### src/rtl/reg_bus_responder.sv
// Register-bus responder: serves core BUSREQ codes against a small register
// file and an operand-index queue, with a host side-port to load both.
module reg_bus_responder #(
    parameter int unsigned NREGS  = 16,
    parameter int unsigned QDEPTH = 8
) (
    input  logic       clk,
    input  logic       rst,
    input  logic [3:0] busreq,
    input  logic [3:0] wb_data,
    input  logic       host_we,
    input  logic       host_sel,
    input  logic [3:0] host_addr,
    input  logic [7:0] host_data,
    output logic [3:0] operand_out,
    output logic [7:0] data_out,
    output logic       busack,
    output logic       err
);

    localparam int unsigned QW = (QDEPTH > 1) ? $clog2(QDEPTH) : 1;

    localparam logic [3:0] ReqIdle  = 4'b0000;
    localparam logic [3:0] ReqRead  = 4'b0001;
    localparam logic [3:0] ReqWrite = 4'b0010;
    localparam logic [3:0] ReqNext  = 4'b0011;

    typedef enum logic {StIdle, StHold} state_e;

    state_e        state_q;
    logic [3:0]    busreq_q;
    logic [QW-1:0] ptr_q;
    logic [3:0]    operand_q;
    logic [7:0]    data_q;
    logic          busack_q;
    logic          err_q;
    logic [7:0]    regs_q  [NREGS];
    logic [3:0]    queue_q [QDEPTH];

    logic new_req;

    // A request is served only on the cycle its code first appears.
    always_comb begin
        new_req = (busreq != busreq_q) && (busreq != ReqIdle);
    end

    // FSM, request service, host writes and registered outputs.
    always_ff @(posedge clk or posedge rst) begin
        if (rst) begin
            state_q   <= StIdle;
            busreq_q  <= ReqIdle;
            ptr_q     <= '0;
            operand_q <= '0;
            data_q    <= '0;
            busack_q  <= 1'b0;
            err_q     <= 1'b0;
            for (int i = 0; i < NREGS; i++) begin
                regs_q[i] <= '0;
            end
            for (int i = 0; i < QDEPTH; i++) begin
                queue_q[i] <= '0;
            end
        end else begin
            busreq_q <= busreq;
            busack_q <= 1'b0;

            // Host write first so a same-edge core write to the same register wins.
            if (host_we) begin
                if (host_sel) begin
                    queue_q[host_addr[QW-1:0]] <= host_data[3:0];
                end else begin
                    regs_q[host_addr] <= host_data;
                end
            end

            case (state_q)
                StIdle: if (new_req) state_q <= StHold;
                StHold: if (busreq == ReqIdle) state_q <= StIdle;
                default: state_q <= StIdle;
            endcase

            if (new_req) begin
                case (busreq)
                    ReqNext: begin
                        operand_q <= queue_q[ptr_q];
                        ptr_q     <= ptr_q + QW'(1);
                        busack_q  <= 1'b1;
                    end
                    ReqRead: begin
                        data_q   <= regs_q[operand_q];
                        busack_q <= 1'b1;
                    end
                    ReqWrite: begin
                        regs_q[operand_q] <= {4'b0000, wb_data};
                        busack_q          <= 1'b1;
                    end
                    default: err_q <= 1'b1;
                endcase
            end
        end
    end

    assign operand_out = operand_q;
    assign data_out    = data_q;
    assign busack      = busack_q;
    assign err         = err_q;

endmodule

### config.mk
export PLATFORM = sky130hd
export DESIGN_NAME = reg_bus_responder
export DESIGN_NICKNAME = d
export VERILOG_FILES = /design/src/rtl/reg_bus_responder.sv
export SDC_FILE = /design/constraint.sdc
export NUM_CORES = 1
export LEC_CHECK = 0
export ABC_CLOCK_PERIOD_IN_PS = 6250
export BUFFER_PORTS_ARGS = -buffer_cell sky130_fd_sc_hd__buf_2
export CAP_MARGIN = 20
export CORE_MARGIN = 4
export CORE_UTILIZATION = 36
export CTS_CLUSTER_DIAMETER = 60
export CTS_CLUSTER_SIZE = 28
export DETAILED_ROUTE_END_ITERATION = 16
export GPL_TIMING_DRIVEN = 0
export PLACE_DENSITY = 0.51
export SLEW_MARGIN = 20
export SYNTH_ARGS = -nofsm -noshare
export SYNTH_HDL_FRONTEND = slang
export SYNTH_SLANG_ARGS = --single-unit
### constraint.sdc
create_clock -name clk -period 6.25 [get_ports clk]
set_input_delay 0.625 -clock clk [delete_from_list [all_inputs] [get_ports clk]]
set_output_delay 0.625 -clock clk [all_outputs]
set_load 0.03 [all_outputs]
==> results.sh, run 1 <==
export IMPL_crit_type="reg -> reg"
export IMPL_netlist_instances=733
export IMPL_synthArstFlopShare_pct=100
export IMPL_tightest_slew_ns=0.876
export IMPL_synthMuxAreaShare_pct=34.1
export IMPL_fin_crit_sh_pct=42.3
export IMPL_io_pins=38
export IMPL_grt_use_total_pct=19.0
export IMPL_cts_repair_resized=0
export IMPL_clk_pin_slew_ns=0.08
export IMPL_via_per_inst=5.49
export IMPL_ys_flop_type="dfrtp_1"
export IMPL_critical_path_cell_chain="buf_4 > clkbuf_1 > mux4_2 > a22oi_1 > nand2_1 > mux2_2"
export IMPL_cts_root_buf="clkbuf_16"
export IMPL_rows=59
export IMPL_dieArea_um2=29200
export IMPL_netlist_area_leader_share_pct=47.4
export IMPL_diodes=0
export IMPL_critical_path_top_delay_family="buffers and inverters"
export IMPL_fillers=2449
export IMPL_max_stage_delay_ns=0.68
export IMPL_switching_share_pct=34.0
export IMPL_crit_path_start_kind="flip-flop"
export IMPL_r2r_cells=6
export IMPL_dp_hpwl_um=18500
export IMPL_fin_crit_ns=2.64
export IMPL_rr_startpoint="operand_out[1]$_DFFE_PP0P_"
export IMPL_grt_pass1_wl_um=41100
export IMPL_synthSimpleGateAreaFrac_pct=10.5
export IMPL_syn_avg_cell_area_um2=13.0
export IMPL_drtIter0Drc=414
export IMPL_cp_slowest_cell="clkbuf_1"
export IMPL_rrSetupSlack_ns=3.61
export IMPL_final_setup_viol_count=0
export IMPL_seqCellArea_um2=4530
export IMPL_synth_xor_area_share_pct=0.864
export IMPL_slew_headroom_pct=41.4
export IMPL_endpoint_kind="flip-flop"
export IMPL_synthAdderAreaFrac_pct=0.131
export IMPL_initial_core_util_pct=36.7
export IMPL_cts_buffers=17
export IMPL_combPwrFrac_pct=35.7
export IMPL_cts_buffer_depth=2
export IMPL_cp_arrival_ns=2.97
export IMPL_hold_viol_final=0
export IMPL_crit_buf_inv=2
export IMPL_fin_skew_ns=0.0132
export IMPL_die_width_um=171
export IMPL_htreeDepth=4
export IMPL_synth_area_leaders="dfrtp_1, mux2_2, mux4_2, mux2_4, mux2i_1"
export IMPL_power_density_nw_per_um2=399
export IMPL_post_cts_setup_buffers=0
export IMPL_multi_input_area_um2=4750
export IMPL_p_clk_share_pct=24.9
export IMPL_hp_class="in -> async"
export IMPL_syn_nets=758
export IMPL_dr_pass1_iters=5
export IMPL_drc=0
export IMPL_wire_per_inst_um=23.5
export IMPL_reg2reg_to="data_out[1]$_DFFE_PP0P_"
export IMPL_drv_slew=0
export IMPL_grt_max_degree=98
export IMPL_power_mw=4.28
export IMPL_crit_fanout=10
export IMPL_maxCapViolCount=0
export IMPL_nets=808
export IMPL_antenna_found_initial=0
export IMPL_p_switching_mw=1.45
export IMPL_worstPathRequired_ns=6.58
export IMPL_yosysTopAreaCell="dfrtp_1"
export IMPL_status="finished clean"
export IMPL_leakagePower_nw=4.54
export IMPL_seq_power_share_pct=39.4
export IMPL_max_freq_ghz=0.378
export IMPL_peakVddDrop_uv=149
export IMPL_clock_latency_ns=0.44
export IMPL_grt_pass1_vias=6672
export IMPL_synth_compound_area_share_pct=4.15
export IMPL_area_growth_pct=12.3
export IMPL_place_congestion=0.825
export IMPL_layout_drive_gt1_share_pct=40.6
export IMPL_wirelength_um=26500
export IMPL_io_buffers=30
export IMPL_synth_edf_count=0
export IMPL_die_height_um=171
export IMPL_synthTopCellsByCount="dfrtp_1, mux2_2, nand2_1"
export IMPL_rsz0062_at_grt="no"
export IMPL_grt_ovfl_total=0
export IMPL_yosys_warnings=0
export IMPL_synth_seq_cells=181
export IMPL_tns_ns=0
export IMPL_drtAntennaViolNets=0
export IMPL_tritoncts="built"
export IMPL_core_area_um2=26100
export IMPL_synth_top_family_by_area="multiplexers"
export IMPL_vias=6211
export IMPL_yosysMostFrequentCell="dfrtp_1"
export IMPL_netlist_cell_type_count=45
export IMPL_yosysSeqAreaShare_pct=47.4
export IMPL_cts_sinks=181
export IMPL_netlist_area_um2=9560
export IMPL_ctsHoldBuffers=0
export IMPL_p_int_mw=2.83
flip-flops by register name, summed over array words and instances (netlist names):
register	cells
busack	1
busreq_q	4
data_out	8
err	1
operand_out	4
ptr_q	3
queue_q	32
regs_q	128
power by group through the flow:
| stage | Combinational (mW) | Sequential, mW | Clock, mW |
|---|---|---|---|
| floorplan | 1.08 | 1.71 | 0 |
| global placement | 1.50 | 1.69 | 0 |
| detailed placement | 1.54 | 1.71 | 0 |
| CTS | 1.54 | 1.69 | 1.09 |
| global route | 1.64 | 1.73 | 1.13 |
| finish | 1.53 | 1.69 | 1.07 |
cell families (layout without fill, tap and decap cells):
family | count (synthesis) | in the layout
compound gates | 64 | 64
xor+xnor | 6 | 6
fa+ha+maj | 1 | 1
buf+inv | 59 | 122
flops | 181 | 181
mux | 241 | 241
simple gates | 181 | 181
through the flow:
step | worst slack [ns] | instance area (um2) | instances | hold slack [ns] | util, %
after floorplan | 0.710 | 9560 | 733 | 0.475 | -
after global placement | -1.31 | 10100 | 1098 | 0.463 | 38.9
after detailed placement | 3.40 | 10200 | 1099 | 0.460 | 39.0
after CTS | 3.57 | 10700 | 1131 | 0.289 | 41.2
after global routing | 3.48 | 10700 | 1131 | 0.293 | 41.2
final | 3.61 | 10700 | 1131 | 0.266 | 41.2
cell usage in the layout, fill, tap and decap left out, types with 2 or more instances in the layout:
master / count
clkbuf_16: 17
a22oi_1: 16
nand3_1: 38
nand3b_1: 3
buf_1: 6
or3_1: 3
inv_8: 6
nor2_2: 7
xor2_2: 4
nand2_1: 61
and3_1: 3
mux2_2: 141
nor4bb_1: 2
a21oi_1: 40
nor3_4: 9
mux2i_1: 24
nor2b_1: 6
inv_6: 4
dfrtp_1: 181
clkinv_4: 4
nor2_1: 36
mux2_1: 3
buf_2: 45
nand2b_1: 2
clkbuf_1: 33
o21ai_0: 5
buf_4: 2
mux2_4: 33
mux4_2: 40
final cells by class:
| class | count | share of cell area [%] |
|---|---|---|
| Buffer | 58 | 2.49 |
| Inverter | 1 | 0.105 |
| Clock inverter | 14 | 1.25 |
| Multi-Input combinational cell | 493 | 44.3 |
| Sequential cell | 181 | 42.2 |
| Clock buffer | 18 | 4.09 |
| Timing Repair Buffer | 31 | 1.66 |
| Tap cell | 335 | 3.91 |
how the worst max path moves through the flow:
stage                                           from  cells after the start                      end
final                     operand_out[1]$_DFFE_PP0P_                      6  data_out[1]$_DFFE_PP0P_
after CTS                 operand_out[0]$_DFFE_PP0P_                      5     regs_q[10]$_DFF_PP0_
after detailed placement                   busreq[2]                      5     regs_q[10]$_DFF_PP0_
after floorplan                                  rst                      1         busack$_DFF_PP0_
after global routing      operand_out[0]$_DFFE_PP0P_                      5     regs_q[11]$_DFF_PP0_
after global placement                           rst                      2  data_out[2]$_DFFE_PP0P_
metal layers:
layer | share of wire (%) | wire [um] | GRT usage (%) | vias to the layer above
li1 | - | - | - | 2763
met1 | 43 | 11500 | 25.6 | 3266
met4 | 2.5 | 674 | 6.41 | 0
met3 | 4.6 | 1230 | 3.54 | 34
met2 | 49 | 13100 | 31.0 | 148
met5 | 0 | 0 | 0 | -
(Power assumes the default switching activity.)
==> run 2: changes to the inputs <==
ABC_CLOCK_PERIOD_IN_PS = 2660   (was 6250)
clock period = 2.66 ns   (was 6.25 ns; I/O delays follow)
==> run 2 against run 1 <==
  * Register-to-register slack worse by 3.5 ns
  * Combinational power up 140%
  * Clock skew down 0.0047 ns
  * Highest routed layer unchanged
==> results.sh, run 2 (synthesis gave the netlist of run 1 again) <==
export IMPL_timing_hold_ws_ns=0.0215
export IMPL_pre_cts_ws_ns=0.00734
export IMPL_rsz0062_at_grt="no"
export IMPL_cp_arrival_ns=2.83
export IMPL_final_cell_mix="dfrtp_1, mux2_2, nand2_1"
export IMPL_grt_ovfl_total=0
export IMPL_wl_met3_um=1380
export IMPL_r2r_cells=5
export IMPL_maxCapViolCount=0
export IMPL_crit_type="reg -> reg"
export IMPL_met2_length_um=13400
export IMPL_final_setup_viol_count=0
export IMPL_rr_startpoint="operand_out[0]$_DFFE_PP0P_"
export IMPL_leakagePower_nw=4.60
export IMPL_whs_path_depth=1
export IMPL_nets=815
export IMPL_wirelength_um=27100
export IMPL_rows=59
export IMPL_cp_slowest_cell="nor3_4"
export IMPL_hp_class="in -> reg"
export IMPL_grt_use_total_pct=19.1
export IMPL_dpl_cell_count=1104
export IMPL_crit_buf_inv=2
export IMPL_cts_buffer_depth=2
export IMPL_top_register="regs_q"
export IMPL_antenna_found_initial=0
export IMPL_crit_fanout=10
export IMPL_tritoncts="built"
export IMPL_hp_start="busreq[2]"
export IMPL_max_stage_delay_ns=0.65
export IMPL_fin_skew_ns=0.00853
export IMPL_fin_crit_sh_pct=94.8
export IMPL_fin_crit_ns=2.52
export IMPL_layout_drive_gt1_share_pct=41.1
export IMPL_cts_root_buf="clkbuf_16"
export IMPL_vias=6304
export IMPL_crit_path_start_kind="flip-flop"
export IMPL_reg2reg_to="regs_q[80]$_DFF_PP0_"
export IMPL_dieArea_um2=29200
export IMPL_critical_path_top_delay_family="simple AND/OR/NAND/NOR gates"
export IMPL_place_congestion=0.832
export IMPL_max_freq_ghz=0.397
export IMPL_crit_start="operand_out[0]$_DFFE_PP0P_"
export IMPL_via_per_inst=5.54
export IMPL_setup_ws_ns=0.139
export IMPL_fin_cells=1138
export IMPL_met1_length_um=11400
export IMPL_wire_per_inst_um=23.8
export IMPL_endpoint_kind="flip-flop"
export IMPL_dp_hpwl_um=18900
export IMPL_peakVddDrop_uv=423
export IMPL_cp_num_cells=5
export IMPL_grt_max_degree=35
export IMPL_whs_endpoint="busreq_q[2]$_DFF_PP0_"
export IMPL_grt_pass1_vias=6750
export IMPL_io_buffers=30
export IMPL_largest_reg_flops=128
export IMPL_power_mw=10.2
export IMPL_tightest_slew_ns=0.906
export IMPL_cts_sinks=181
export IMPL_drc=0
export IMPL_grt_pass1_wl_um=41600
export IMPL_die_height_um=171
export IMPL_status="finished clean"
export IMPL_initial_core_util_pct=36.7
export IMPL_critical_path_cell_chain="buf_2 > buf_4 > nand3b_1 > nor3_4 > mux2_4"
export IMPL_clk_pin_slew_ns=0.07
export IMPL_highest_signal_layer="met4"
export IMPL_area_growth_pct=13.9
export IMPL_drtAntennaViolNets=0
export IMPL_htreeDepth=4
export IMPL_drtIter0Drc=399
export IMPL_hold_viol_final=0
export IMPL_post_cts_setup_buffers=0
export IMPL_drv_slew=0
export IMPL_clock_latency_ns=0.43
export IMPL_worstPathRequired_ns=2.97
export IMPL_die_width_um=171
export IMPL_cts_buffers=17
export IMPL_core_area_um2=26100
export IMPL_slew_headroom_pct=39.6
export IMPL_diodes=0
export IMPL_power_density_nw_per_um2=933
export IMPL_rrSetupSlack_ns=0.14
export IMPL_final_common_cell="dfrtp_1"
export IMPL_io_pins=38
export IMPL_post_route_util_pct=41.8
export IMPL_dr_pass1_iters=8
run 2: changes by cell type in the layout (fill, tap and decap cells not counted), sizes merged:
cell,before,now
inv,10,2
buf,56,61
clkbuf,51,56
clkinvlp,1,4
dlygate4sd3,0,2
bufinv,0,1
clkinv,4,3
run 2: cell type report:
cell class                 count  area (um2)
inverter                       1        7.51
clock inverter                 9        92.6
tap                          335         419
sequential                   181        4530
clock buffer                  23         498
buffer                        58         275
multi-input combinational    493        4760
fill                        2447       15200
timing repair buffer          38         305
run 2: metrics by stage:
step           TNS (ns)  cell area, um2
3_5_place_dp          0           10300
2_1_floorplan         0            9560
5_1_grt               0           10900
4_1_cts               0           10900
6_report              0           10900
3_3_place_gp    -183.10           10100
run 2: routing by layer:
layer | vias to the layer above | global-route usage [%]
met1 | 3291 | 25.0
met5 | - | 0
met2 | 198 | 31.7
met3 | 36 | 3.67
li1 | 2779 | -
met4 | 0 | 7.27
run 2: worst max path at each step:
stage / end / slack, ns
floorplan: busack$_DFF_PP0_ / 0.07
global placement: regs_q[89]$_DFF_PP0_ / -1.02
detailed placement: regs_q[10]$_DFF_PP0_ / 0.007
CTS: data_out[3]$_DFFE_PP0P_ / 0.003
global route: data_out[2]$_DFFE_PP0P_ / 0.04
finish: regs_q[80]$_DFF_PP0_ / 0.14
run 2: power by group:
part / internal, mW / leakage, nW / total, mW / switching (mW)
Combinational: 1.88 / 2.02 / 3.64 / 1.76
Clock: 1.42 / 0.282 / 2.53 / 1.10
Sequential: 3.52 / 2.29 / 3.99 / 0.464
Total: 6.82 / 4.60 / 10.2 / 3.33
run 2: timing repair:
item | 4_1_cts | 5_1_grt
setup endpoints to repair | 4 | 6
gates cloned | 0 | 0
hold buffers | 2 | 0
resized for setup | 1 | 10
endpoints found under the hold margin | 18 | 0
==> run 3: changes to the inputs <==
SETUP_SLACK_MARGIN = 0.4   (was unset)
==> run 3 against run 2 <==
  * Worst setup slack gained 0.30 ns
  * Hold slack lost 0.00072 ns
  * Design area grew 3.2%
  * Non-clock buffer count grew 23
  * First-iteration DRC count shrank 1.0%
  * Clock skew shrank 0.0019 ns
  * Clock-buffer cell count is the same
  * Maximum frequency grew 13%
  * Total power grew 1.2%
  * Clock power is essentially flat
  * Sequential share of layout area shrank 1.3 points
  * Via count grew 2.0%
  * Critical endpoint is now data_out[0]$_DFFE_PP0P_
==> results.sh, run 3 (synthesis gave the netlist of run 1 again) <==
export IMPL_slew_headroom_pct=38.1
export IMPL_clock_latency_ns=0.43
export IMPL_seq_power_share_pct=38.8
export IMPL_die_width_um=171
export IMPL_dieArea_um2=29200
export IMPL_cp_slowest_cell="mux4_2"
export IMPL_tritoncts="built"
export IMPL_vias=6430
export IMPL_final_cell_mix="dfrtp_1, mux2_2, nand2_1"
export IMPL_area_growth_pct=17.6
export IMPL_layout_drive_gt1_share_pct=43.6
export IMPL_clk_pin_slew_ns=0.07
export IMPL_cts_buffer_depth=2
export IMPL_htreeDepth=4
export IMPL_critical_path_cell_chain="buf_4 > buf_2 > mux4_2 > a22oi_1 > nand2_1 > mux2_2"
export IMPL_top_register="regs_q"
export IMPL_drc=0
export IMPL_wirelength_um=27500
export IMPL_antenna_found_initial=0
export IMPL_diodes=0
export IMPL_grt_use_total_pct=19.4
export IMPL_drv_slew=0
export IMPL_drtIter0Drc=395
export IMPL_largest_reg_flops=128
export IMPL_fin_crit_sh_pct=83.6
export IMPL_place_congestion=0.832
export IMPL_fillers=2424
export IMPL_crit_fanout=10
export IMPL_cts_root_buf="clkbuf_16"
export IMPL_leakagePower_nw=4.76
export IMPL_crit_type="reg -> reg"
export IMPL_core_area_um2=26100
export IMPL_power_density_nw_per_um2=915
export IMPL_timing_hold_ws_ns=0.0208
export IMPL_switching_share_pct=32.8
export IMPL_crit_path_start_kind="flip-flop"
export IMPL_cp_arrival_ns=2.54
export IMPL_grt_max_degree=35
export IMPL_maxCapViolCount=0
export IMPL_fin_crit_ns=2.22
export IMPL_cts_buffers=17
export IMPL_nets=838
export IMPL_hold_viol_final=0
export IMPL_io_pins=38
export IMPL_endpoint_kind="flip-flop"
export IMPL_via_per_inst=5.54
export IMPL_wire_per_inst_um=23.7
export IMPL_fin_skew_ns=0.00659
export IMPL_max_stage_delay_ns=0.41
export IMPL_final_setup_viol_count=0
export IMPL_fin_area_um2=11200
export IMPL_dr_pass1_iters=6
export IMPL_grt_pass1_vias=6936
export IMPL_power_mw=10.3
export IMPL_final_common_cell="dfrtp_1"
export IMPL_grt_ovfl_total=0
export IMPL_max_freq_ghz=0.450
export IMPL_io_buffers=30
export IMPL_setup_ws_ns=0.436
export IMPL_hp_class="in -> reg"
export IMPL_grt_pass1_wl_um=42100
export IMPL_combPwrFrac_pct=36.6
export IMPL_dp_hpwl_um=18900
export IMPL_placed_cell_area_um2=10300
export IMPL_rows=59
export IMPL_rsz0062_at_grt="yes"
export IMPL_cts_sinks=181
export IMPL_drtAntennaViolNets=0
export IMPL_peakVddDrop_uv=423
export IMPL_tightest_slew_ns=0.929
export IMPL_die_height_um=171
export IMPL_worstPathRequired_ns=2.98
export IMPL_status="finished clean"
export IMPL_p_clk_share_pct=24.6
export IMPL_initial_core_util_pct=36.7
export IMPL_pre_cts_ws_ns=0.00734
export IMPL_p_switching_mw=3.37
export IMPL_p_int_mw=6.91
[run 3: cell count changes in the layout (fill, tap and decap cells not counted), sizes merged]
cell,before,now
buf,61,84
[run 3: critical path: cells and delay by family, from the launching register on]
family	cells	cell delay [ns]
mux	2	0.69
simple gates	1	0.14
flops	1	0.38
compound gates	1	0.31
buf+inv	2	0.59
[run 3: routing by layer]
layer  up-vias  GRT usage, %  wire length [um]
li1       2829             -                 -
met1      3368          25.1             11700
met2       194          32.0             13400
met3        39          3.74              1330
met4         0          7.99               991
met5         -             0                 0
[run 3: worst paths after layout]
kind | from | end | slack [ns] | cells after the start
worst max register to register | operand_out[1]$_DFFE_PP0P_ | data_out[0]$_DFFE_PP0P_ | 0.44 | 6
min in group asynchronous | rst | regs_q[12]$_DFF_PP0_ | 0.41 | 3
worst min register to register | err$_DFFE_PP0P_ | err$_DFFE_PP0P_ | 0.48 | 1
worst min-delay path | busreq[3] | busreq_q[3]$_DFF_PP0_ | 0.02 | 1
worst max-delay path | operand_out[1]$_DFFE_PP0P_ | data_out[0]$_DFFE_PP0P_ | 0.44 | 6
max in group asynchronous | rst | regs_q[91]$_DFF_PP0_ | 1.36 | 6
[run 3: through the flow]
| step | utilization, % | cells | TNS, ns |
|---|---|---|---|
| final | 43.1 | 1161 | 0 |
| after global routing | 43.1 | 1161 | 0 |
| after CTS | 42.8 | 1156 | 0 |
| after detailed placement | 39.4 | 1104 | 0 |
| after global placement | 38.9 | 1098 | -183.10 |
| after floorplan | - | 733 | 0 |
[run 3: area by class of cell]
type,instances,area (um2),area share [%]
clock buffer,23,498,4.43
multi-input combinational,493,4820,42.9
buffer,58,299,2.66
inverter,1,7.51,0.0668
sequential,181,4530,40.3
tap,335,419,3.73
clock inverter,9,92.6,0.824
timing repair buffer,61,566,5.03
[run 3: repair_timing]
action                                  CTS  global route
hold buffers                              2             0
gates resized for setup                  18            10
endpoints found under the hold margin    18             0
pin swaps                                 8             3
endpoints found under the setup margin   87            49
buffers inserted                         18             5
[run 3: power groups by stage]
stage	clock network [mW]	logic, mW	registers (mW)
floorplan	0	2.54	4.02
global placement	0	3.53	3.96
detailed placement	0	3.63	4.02
CTS	2.59	3.71	3.98
global route	2.69	4.06	4.06
finish	2.53	3.76	3.98
